--- config.mk ---
export PLATFORM = sky130hd
export DESIGN_NAME = if_id_skid
export DESIGN_NICKNAME = d
export VERILOG_FILES = /design/src/rtl/riscv_pkg.sv /design/src/rtl/skid_entry.sv /design/src/rtl/if_id_skid.sv
export SDC_FILE = /design/constraint.sdc
export NUM_CORES = 1
export LEC_CHECK = 0
export CELL_PAD_IN_SITES_DETAIL_PLACEMENT = 0
export CELL_PAD_IN_SITES_GLOBAL_PLACEMENT = 2
export CORE_ASPECT_RATIO = 0.6
export CORE_MARGIN = 2
export CORE_UTILIZATION = 35
export DETAILED_ROUTE_END_ITERATION = 12
export PLACE_DENSITY_LB_ADDON = 0.1
export SLEW_MARGIN = 20
export SYNTH_ARGS = -nofsm -noshare
export SYNTH_HDL_FRONTEND = slang
export SYNTH_SLANG_ARGS = --single-unit
--- constraint.sdc ---
create_clock -name clk -period 7.97 [get_ports clk]
set_clock_uncertainty 0.15 [all_clocks]
set_input_delay 0.797 -clock clk [delete_from_list [all_inputs] [get_ports clk]]
set_output_delay 0.797 -clock clk [all_outputs]
set_load 0.01 [all_outputs]
--- src/rtl/riscv_pkg.sv ---
// Shared constants and state encoding for the IF/ID pipeline skid buffer.
// The decode side sees NOP whenever no real entry is present.
package riscv_pkg;

    localparam logic [31:0] NOP = 32'h0000_0013;

    typedef enum logic [1:0] {
        EMPTY = 2'd0,
        ONE   = 2'd1,
        TWO   = 2'd2
    } skid_state_t;

    // Occupancy is fully determined by the state, so count is derived rather than stored.
    function automatic logic [1:0] state_count(input skid_state_t s);
        logic [1:0] c;
        c = 2'd0;
        case (s)
            EMPTY:   c = 2'd0;
            ONE:     c = 2'd1;
            TWO:     c = 2'd2;
            default: c = 2'd0;
        endcase
        return c;
    endfunction

endpackage

--- src/rtl/skid_entry.sv ---
// One buffered IF/ID slot: a registered {pc, inst} pair with a load enable.
module skid_entry #(
    parameter int N = 32
) (
    input  logic         clk,
    input  logic         rst,
    input  logic         i_load,
    input  logic [N-1:0] i_pc,
    input  logic [N-1:0] i_inst,
    output logic [N-1:0] o_pc,
    output logic [N-1:0] o_inst
);

    logic [N-1:0] r_pc;
    logic [N-1:0] r_inst;

    always_ff @(posedge clk or posedge rst) begin
        if (rst) begin
            r_pc   <= '0;
            r_inst <= '0;
        end else if (i_load) begin
            r_pc   <= i_pc;
            r_inst <= i_inst;
        end
    end

    assign o_pc   = r_pc;
    assign o_inst = r_inst;

endmodule

--- src/rtl/if_id_skid.sv ---
// Two-entry skid buffer between fetch and decode. The main entry drives decode;
// the skid entry absorbs one extra fetch when decode stalls.
module if_id_skid
    import riscv_pkg::*;
#(
    parameter int N = 32
) (
    input  logic         clk,
    input  logic         rst,
    input  logic         flush,
    input  logic         in_valid,
    output logic         in_ready,
    input  logic [N-1:0] in_pc,
    input  logic [N-1:0] in_inst,
    output logic         out_valid,
    input  logic         out_ready,
    output logic [N-1:0] out_pc,
    output logic [N-1:0] out_inst,
    output logic [1:0]   count
);

    skid_state_t  r_state;
    skid_state_t  w_next_state;
    logic         r_in_ready;

    logic         w_accept;
    logic         w_release;
    logic         w_load_main;
    logic         w_load_skid;
    logic         w_main_from_skid;

    logic [N-1:0] w_main_pc_d;
    logic [N-1:0] w_main_inst_d;
    logic [N-1:0] w_main_pc;
    logic [N-1:0] w_main_inst;
    logic [N-1:0] w_skid_pc;
    logic [N-1:0] w_skid_inst;

    assign w_accept  = in_valid & r_in_ready;
    assign w_release = out_valid & out_ready;

    // in_ready is registered from the next state so out_ready never reaches fetch combinationally.
    always_ff @(posedge clk or posedge rst) begin
        if (rst) begin
            r_state    <= EMPTY;
            r_in_ready <= 1'b1;
        end else begin
            r_state    <= w_next_state;
            r_in_ready <= (w_next_state != TWO);
        end
    end

    always_comb begin
        w_next_state     = r_state;
        w_load_main      = 1'b0;
        w_load_skid      = 1'b0;
        w_main_from_skid = 1'b0;
        if (flush) begin
            w_next_state = EMPTY;
        end else begin
            case (r_state)
                EMPTY: begin
                    if (w_accept) begin
                        w_next_state = ONE;
                        w_load_main  = 1'b1;
                    end
                end
                ONE: begin
                    case ({w_accept, w_release})
                        2'b11: begin
                            w_next_state = ONE;
                            w_load_main  = 1'b1;
                        end
                        2'b10: begin
                            w_next_state = TWO;
                            w_load_skid  = 1'b1;
                        end
                        2'b01: begin
                            w_next_state = EMPTY;
                        end
                        default: begin
                            w_next_state = ONE;
                        end
                    endcase
                end
                TWO: begin
                    if (w_release) begin
                        w_next_state     = ONE;
                        w_load_main      = 1'b1;
                        w_main_from_skid = 1'b1;
                    end
                end
                default: begin
                    w_next_state = EMPTY;
                end
            endcase
        end
    end

    // Main refills from skid on a release in TWO to keep FIFO order.
    assign w_main_pc_d   = w_main_from_skid ? w_skid_pc   : in_pc;
    assign w_main_inst_d = w_main_from_skid ? w_skid_inst : in_inst;

    skid_entry #(.N(N)) u_main (
        .clk    (clk),
        .rst    (rst),
        .i_load (w_load_main),
        .i_pc   (w_main_pc_d),
        .i_inst (w_main_inst_d),
        .o_pc   (w_main_pc),
        .o_inst (w_main_inst)
    );

    skid_entry #(.N(N)) u_skid (
        .clk    (clk),
        .rst    (rst),
        .i_load (w_load_skid),
        .i_pc   (in_pc),
        .i_inst (in_inst),
        .o_pc   (w_skid_pc),
        .o_inst (w_skid_inst)
    );

    assign in_ready  = r_in_ready;
    assign out_valid = (r_state != EMPTY);
    assign out_pc    = out_valid ? w_main_pc   : '0;
    assign out_inst  = out_valid ? w_main_inst : N'(NOP);
    assign count     = state_count(r_state);

endmodule

## Yosys cells after proc, flatten, opt, wreduce, memory -nomap -nowiden

Cells that the tools add are included.

| storage, ports and cells | value |
|---|---|
| register bits after elaboration | 131 |
| logic and storage cells | 36 |

| operators by class | value |
|---|---|
| equal/unequal tests | 6 |
| mux-type cells | 20 |
| bitwise logic cells | 2 |
| reductions and logical operators | 2 |

Operators with widths:

| cell | count |
|---|---|
| 32-bit two-way mux | 4 |
| 1-bit two-way mux | 9 |
| 2-bit case mux with 2 select lines | 2 |
| 2-bit equality test, second input constant | 3 |
| 2-bit two-way mux | 3 |
| 2-bit case mux with 3 select lines | 1 |
| 2-bit by 1-bit equality test with 1-bit output, second input constant | 2 |
| 1-bit case mux with 3 select lines | 1 |
| 1-bit bitwise AND | 2 |
| 2-bit logical NOT | 1 |
| 2-bit inequality test, second input constant | 1 |
| 2-bit nonzero test | 1 |

## Longest topological paths before layout

Gate-level depths: netlist of run 1.

| depth | value |
|---|---|
| depth in word-level cells | 7 |
| mapped depth | 6 |

## Hierarchy

Synthesis of run 1 repeated with hierarchy kept, for this count alone.

| unflattened totals | value |
|---|---|
| cell total of the unflattened synthesis | 436 |
| area, all modules | 7,083.0 um^2 |

Modules (own cells, without submodules):

| module | times used | cells each | area an instance (um^2) | seq. area each (um^2) |
|---|---|---|---|---|
| skid_entry | 2 | 136 | 2,682.6 | 1,601.5 |
| if_id_skid | 1 | 164 | 1,717.9 | 76.3 |

## Worst setup path before layout of run 1

No wires, ideal clock.

| path | value |
|---|---|
| kind | register -> output |
| start | reg r_state[0] |
| end | out out_inst[10] |
| data arrival time | 1.293 ns |
| data required time | 7.023 ns |
| setup slack | 5.730 ns |
| stages on the path, launching flop included | 5 |
| path buffers | 2 |
| cells stage by stage | dfrtp_1 -> or2_2 -> clkbuf_1 -> clkbuf_1 -> and2_1 |

| between the ends | value |
|---|---|
| word-level cells in the longest chain between the ends | 2 |

RTL lines:

| item | RTL line | text |
|---|---|---|
| from (decl) | if_id_skid.sv:22 | `skid_state_t r_state;` |
| from (signal assigned) | if_id_skid.sv:48 | `r_state <= w_next_state;` |
| 2-bit nonzero test | if_id_skid.sv:125 | `assign out_valid = (r_state != EMPTY);` |
| 32-bit two-way mux | if_id_skid.sv:127 | `assign out_inst = out_valid ? w_main_inst : N'(NOP);` |
| to (decl) | if_id_skid.sv:18 | `output logic [N-1:0] out_inst,` |

Every way passes these cells.

## Worst setup path after layout of run 1

| path | value |
|---|---|
| start | reg r_state[0] |
| end | out out_inst[29] |

The elaborated chain is that of the path after synthesis.

==> results of run 1 <==
-- power groups by stage --
stage | clock (mW) | combinational [mW] | sequential [mW]
after floorplan | 0 | 0.254 | 0.894
after global placement | 0 | 0.404 | 0.909
after detailed placement | 0 | 0.415 | 0.918
after CTS | 0.848 | 0.417 | 0.906
after global routing | 0.879 | 0.452 | 0.927
final | 0.823 | 0.409 | 0.907
-- synth_stat cells --
cell and n:
and3b_4 1, and2_1 61, nand2_1 1, a21oi_1 49, nand3_1 1, a21o_2 1, a31oi_1 2, clkbuf_1 7
and2b_2 1, nand2b_1 4, mux2i_1 64, nand3_2 1, nand4bb_1 1, nand4b_1 1, inv_1 1, nor2b_4 1
buf_12 7, a21oi_2 16, nand3b_1 2, nor3_1 1, mux2_2 64, buf_2 20, or2_2 1, dfstp_2 1
nor2_1 66, dfrtp_1 130
-- kinds of logic after synthesis --
| family | synth area share, % |
|---|---|
| AO/OA/AOI/OAI | 6.70 |
| buffers and inverters | 4.45 |
| flip-flops | 54.0 |
| multiplexers | 22.4 |
| AND/OR/NAND/NOR | 12.4 |
-- path summary, 6_finish.rpt --
check / startpoint / to / slack [ps]
worst max-delay path: r_state[0]$_DFF_PP0_ / out_inst[29] / 4410
worst min-delay path: u_skid.o_pc[31]$_DFFE_PP0P_ / u_skid.o_pc[31]$_DFFE_PP0P_ / 350
worst max register to register: r_state[0]$_DFF_PP0_ / u_main.o_pc[21]$_DFFE_PP0P_ / 4860
worst min register to register: u_skid.o_pc[31]$_DFFE_PP0P_ / u_skid.o_pc[31]$_DFFE_PP0P_ / 350
max in group asynchronous: rst / u_main.o_inst[17]$_DFFE_PP0P_ / 5640
min in group asynchronous: rst / u_main.o_pc[25]$_DFFE_PP0P_ / 680
-- sequential cells by signal, indices dropped and copies added, names as in the netlist --
register,cells
r_state,2
u_main.o_inst,32
u_skid.o_pc,32
in_ready,1
u_skid.o_inst,32
u_main.o_pc,32
-- layout make-up --
class | count | share of cell area, %
multi-input cells | 339 | 31.3
inverters | 1 | 0.108
repair buffers | 140 | 17.1
well taps | 234 | 3.60
flip-flops and latches | 131 | 40.3
clock buffers | 19 | 5.44
clock inverters | 12 | 2.24
-- routing by layer --
| metal | share of wire [%] | wire [um] | global-route usage (%) |
|---|---|---|---|
| met4 | 0.85 | 118 | 4.32 |
| met2 | 45 | 6280 | 24.6 |
| met1 | 49 | 6860 | 21.3 |
| met3 | 4.8 | 673 | 5.01 |
| met5 | 0 | 0 | 0 |
==> results.md, run 1 <==
- TritonCTS clock tree: yes
- Max-Cap Viols: 0
- HP Class: reg -> reg
- DP HPWL: 8.51 mm
- CTS max path bufs: 2
- CTS buffer count: 17
- Largest net degree at the start of global routing: 97
- CP Max Fanout: 59
- Seq cells post-synth: 131
- Worst hold slack: 353 ps
- P_sw: 0.539 mW
- Vert. Die Dim: 106 um
- Post-synthesis sequential area ratio: 54.0%
- Fin util: 47.7%
- Antenna violations before repair: 0
- Gr ovfl total: 0
- Mapped cell area: 6070 um^2
- CP Depth: 4
- Total wire length: 13.9 mm
- Nets: 699
- Critical path required time: 7020 ps
- Period utilisation layout: 44.7%
- Initial DRC count: 241
- Non-filler cells, final: 876
- Final Cell Area: 8140 um^2
- Leak: 3.20 nW
- Setup slack after layout: 4410 ps
- Largest cells by area after synthesis: dfrtp_1 (54%), mux2_2 (12%), mux2i_1 (11%), and2_1 (6.3%), nor2_1 (4.1%)
- Router iterations before antenna repair: 4
- Average vias per placed instance: 4.72
- Pre-CTS setup slack: 4150 ps
- GRT Util Overall: 15.8%
- Register Area: 3280 um^2
- Core ar.: 17,100 um^2
- Clock period minus worst slack: 3560 ps
- Arrival time at the worst endpoint: 2610 ps
- Multi-input gate area: 2540 um^2
- Synth area leader: dfrtp_1
- Largest stage delay, worst path: 570 ps
- Port Buf Inserts: 136
- Power per cell area: 263 nW/um^2
- IO Count: 137
- Num Clock Sinks: 131
- CTS resizes: 0
- CTS root buffer: clkbuf_16
- Placed Cells: 845
- CP max-delay cell: dfrtp_1
- Post-synth top area share: 53.6%
- Die Span X: 174 um
- Synth warnings: 0
- Cells after synthesis: 505
- R2R depth: 5
- Postcts setup bufs: 0
- Worst relative slew slack: 27.4%
- Routed WL per cell: 15.9 um
- Critical Setup Path Class: reg -> out
- Die area: 18,500 um^2
- Layout cells sized above 1: 19.2%
- RSZ-0062 raised after global routing: false
- Syn Area/Cell: 12.0 um^2
- Gate power share: 19.1%
- Most common cell after layout, fill and taps aside: clkdlybuf4s50_1
- Clock power frac: 38.5%
- Detail Route Antenna Nets: 0
- Fmax: 281 MHz
- Hold Buf Count CTS: 0
- H-Tree Depth: 4
- Final hold violation count: 0
- Diode count: 0
- Global-route wire length before repair: 22.7 mm
- Cells along the critical path: or2_2, buf_4, and2_1, clkdlybuf4s50_1
- Mapped Nets: 574
- WP buf/inv: 2
- Dpl cell area: 7520 um^2
- Most frequent cells in the layout: clkdlybuf4s50_1 (136), dfrtp_1 (130), nor2_1 (66), mux2_2 (64), mux2i_1 (64)
- Clk slew on worst S/H paths: 50 ps
- Worst-Margin Slew: 1090 ps
- Via count: 4,138
- Worst hold stages: 1
- Delay-heaviest family, CP: buffers and inverters
- CP Launch Type: flop
- Starting density of the core: 35.5%
- Endpoints failing setup: 0
- Power Internal: 1.60 mW
- Fin Setup TNS: 0 ps
- Vias in the first global route: 4,307
- Final Total Pwr: 2.14 mW
- Clk_lat worst skew: 420 ps
- Number of fill cells: 1,535
- Switching part of the total power: 25.2%
- Std-Cell Rows: 37
- Routability congestion estimate: 0.743
- Crit end category: output port
- Netlist cell types: 26
- Area grow syn2layout: 34.1%
- Residual DRC: 0
- Outcome: complete, no violations
- Reg power frac: 42.4%
- Worst vdd ir: 0.000120 V
- Max Slew Vio Count: 0
Power figures use the tool's default switching activity.
==> run 2: changes to the inputs <==
--- a/config.mk
+++ b/config.mk
@@ -9,7 +9,7 @@
 export CELL_PAD_IN_SITES_GLOBAL_PLACEMENT = 2
 export CORE_ASPECT_RATIO = 0.6
 export CORE_MARGIN = 2
-export CORE_UTILIZATION = 35
+export CORE_UTILIZATION = 33
 export DETAILED_ROUTE_END_ITERATION = 12
 export PLACE_DENSITY_LB_ADDON = 0.1
 export SLEW_MARGIN = 20
==> constraint.sdc (replaced) <==
create_clock -name clk -period 3.3 [get_ports clk]
set_clock_uncertainty 0.15 [all_clocks]
set_input_delay 0.33 -clock clk [delete_from_list [all_inputs] [get_ports clk]]
set_output_delay 0.33 -clock clk [all_outputs]
set_load 0.01 [all_outputs]
==> run 2 against run 1 <==
  * Die area grew 5.9%
  * Largest power group unchanged
  * Worst hold slack lost 160 ps
  * Worst setup slack lost 4100 ps
  * Highest routed layer unchanged
  * Largest cell class unchanged
==> results.md, run 2 (synthesis results as in run 1) <==
- Gr ovfl total: 0
- Diode count: 0
- Die Span X: 179 um
- Vert. Die Dim: 109 um
- Final hold violation count: 0
- CTS buffer count: 17
- Std-Cell Rows: 38
- Num Clock Sinks: 131
- Worst reg2reg path startpoint: r_state[0]$_DFF_PP0_
- Leak: 3.26 nW
- Via count: 4,108
- H-Tree Depth: 4
- Placed Cells: 858
- CTS max path bufs: 2
- Core ar.: 18,100 um^2
- Vias in the first global route: 4,314
- CP Launch Type: flop
- Worst-Margin Slew: 665 ps
- Most common cell after layout, fill and taps aside: clkdlybuf4s50_1
- Most frequent cells in the layout: clkdlybuf4s50_1 (136), dfrtp_1 (130), nor2_1 (66), mux2_2 (64), mux2i_1 (64)
- Non-filler cells, final: 889
- Largest net degree at the start of global routing: 71
- Reg2Reg Setup Slack: 1240 ps
- Total wire length: 14.5 mm
- Area grow syn2layout: 36.5%
- CTS root buffer: clkbuf_16
- Worst vdd ir: 0.000285 V
- Final Cell Area: 8290 um^2
- Worst relative slew slack: 55.7%
- Clk slew on worst S/H paths: 60 ps
- HP Class: in -> async
- Reg2Reg Capture Point: u_main.o_inst[20]$_DFFE_PP0P_
- TritonCTS clock tree: yes
- Nets: 706
- Critical Setup Path Class: reg -> out
- Number of fill cells: 1,669
- Global-route wire length before repair: 22.9 mm
- Critical path required time: 2820 ps
- Multi-input gate area: 2540 um^2
- Dpl cell area: 7640 um^2
- GRT Util Overall: 15.5%
- Final Total Pwr: 5.29 mW
- Detail Route Antenna Nets: 0
- Die area: 19,500 um^2
- Antenna violations before repair: 0
- R2R depth: 5
- Residual DRC: 0
- Period utilisation layout: 91.5%
- Clk_lat worst skew: 400 ps
- Postcts setup bufs: 0
- Routed WL per cell: 16.3 um
- Outcome: complete, no violations
- DP HPWL: 9.45 mm
- Initial DRC count: 179
- Hold Buf Count CTS: 0
- Setup slack after layout: 281 ps
- Register Area: 3280 um^2
- Starting density of the core: 33.6%
- CTS resizes: 0
- Crit end category: output port
- Average vias per placed instance: 4.62
- Clock period minus worst slack: 3020 ps
- Max-Cap Viols: 0
- CP Max Fanout: 34
- Fmax: 331 MHz
- Endpoints failing setup: 0
- Max Slew Vio Count: 0
- Routability congestion estimate: 0.750
- Layout cells sized above 1: 20.0%
- Power per cell area: 638 nW/um^2
- Router iterations before antenna repair: 4
- RSZ-0062 raised after global routing: false
- Pre-CTS setup slack: 660 ps
- Arrival time at the worst endpoint: 2540 ps
- Port Buf Inserts: 136
- IO Count: 137
- Fin Setup TNS: 0 ps
-- run 2: per-stage QoR --
step           hold WS, ps  util, %
3_3_place_gp           336     42.3
6_report               191     45.9
2_1_floorplan          243        -
5_1_grt                218     45.9
3_5_place_dp           343     42.3
4_1_cts                191     45.9
-- run 2: area by class of cell --
type | count | share of cell area, %
tap | 240 | 3.62
timing repair buffer | 147 | 18.2
sequential | 131 | 39.6
multi-input combinational | 339 | 30.7
clock inverter | 12 | 2.46
clock buffer | 19 | 5.35
inverter | 1 | 0.0906
-- run 2: worst max-delay path, stage by stage, from the launching register on --
cell,delay [ps]
dfrtp_1,520
or2_2,620
buf_4,310
and2_1,150
clkdlybuf4s50_1,530
-- run 2: worst max path at each step --
stage,endpoint,start
floorplan,r_state[0]$_DFF_PP0_,rst
global placement,out_inst[10],r_state[0]$_DFF_PP0_
detailed placement,out_inst[17],r_state[0]$_DFF_PP0_
CTS,out_inst[17],r_state[0]$_DFF_PP0_
global route,out_inst[14],r_state[0]$_DFF_PP0_
finish,out_inst[14],r_state[0]$_DFF_PP0_
-- run 2: power breakdown --
| part | total [mW] | internal [mW] | switching, mW |
|---|---|---|---|
| sequential | 2.20 | 2.00 | 0.199 |
| clock | 2.09 | 1.36 | 0.725 |
| combinational | 1.00 | 0.590 | 0.411 |
| total | 5.29 | 3.96 | 1.33 |
-- run 2: layer usage --
| layer | vias up | share of wire (%) | track usage [%] |
|---|---|---|---|
| met4 | 0 | 0.40 | 4.32 |
| met1 | 2024 | 50 | 22.2 |
| met2 | 92 | 44 | 23.5 |
| met3 | 4 | 5.4 | 3.70 |
| met5 | - | 0 | 0 |
| li1 | 1988 | - | - |
==> run 3: changes to the inputs <==
--- a/config.mk
+++ b/config.mk
@@ -12,7 +12,7 @@
 export CORE_UTILIZATION = 33
 export DETAILED_ROUTE_END_ITERATION = 12
 export PLACE_DENSITY_LB_ADDON = 0.1
-export SLEW_MARGIN = 20
+export SLEW_MARGIN = 10
 export SYNTH_ARGS = -nofsm -noshare
 export SYNTH_HDL_FRONTEND = slang
 export SYNTH_SLANG_ARGS = --single-unit
==> results of run 3 <==
Final layout, timing and power as in run 2 (identical DEF).
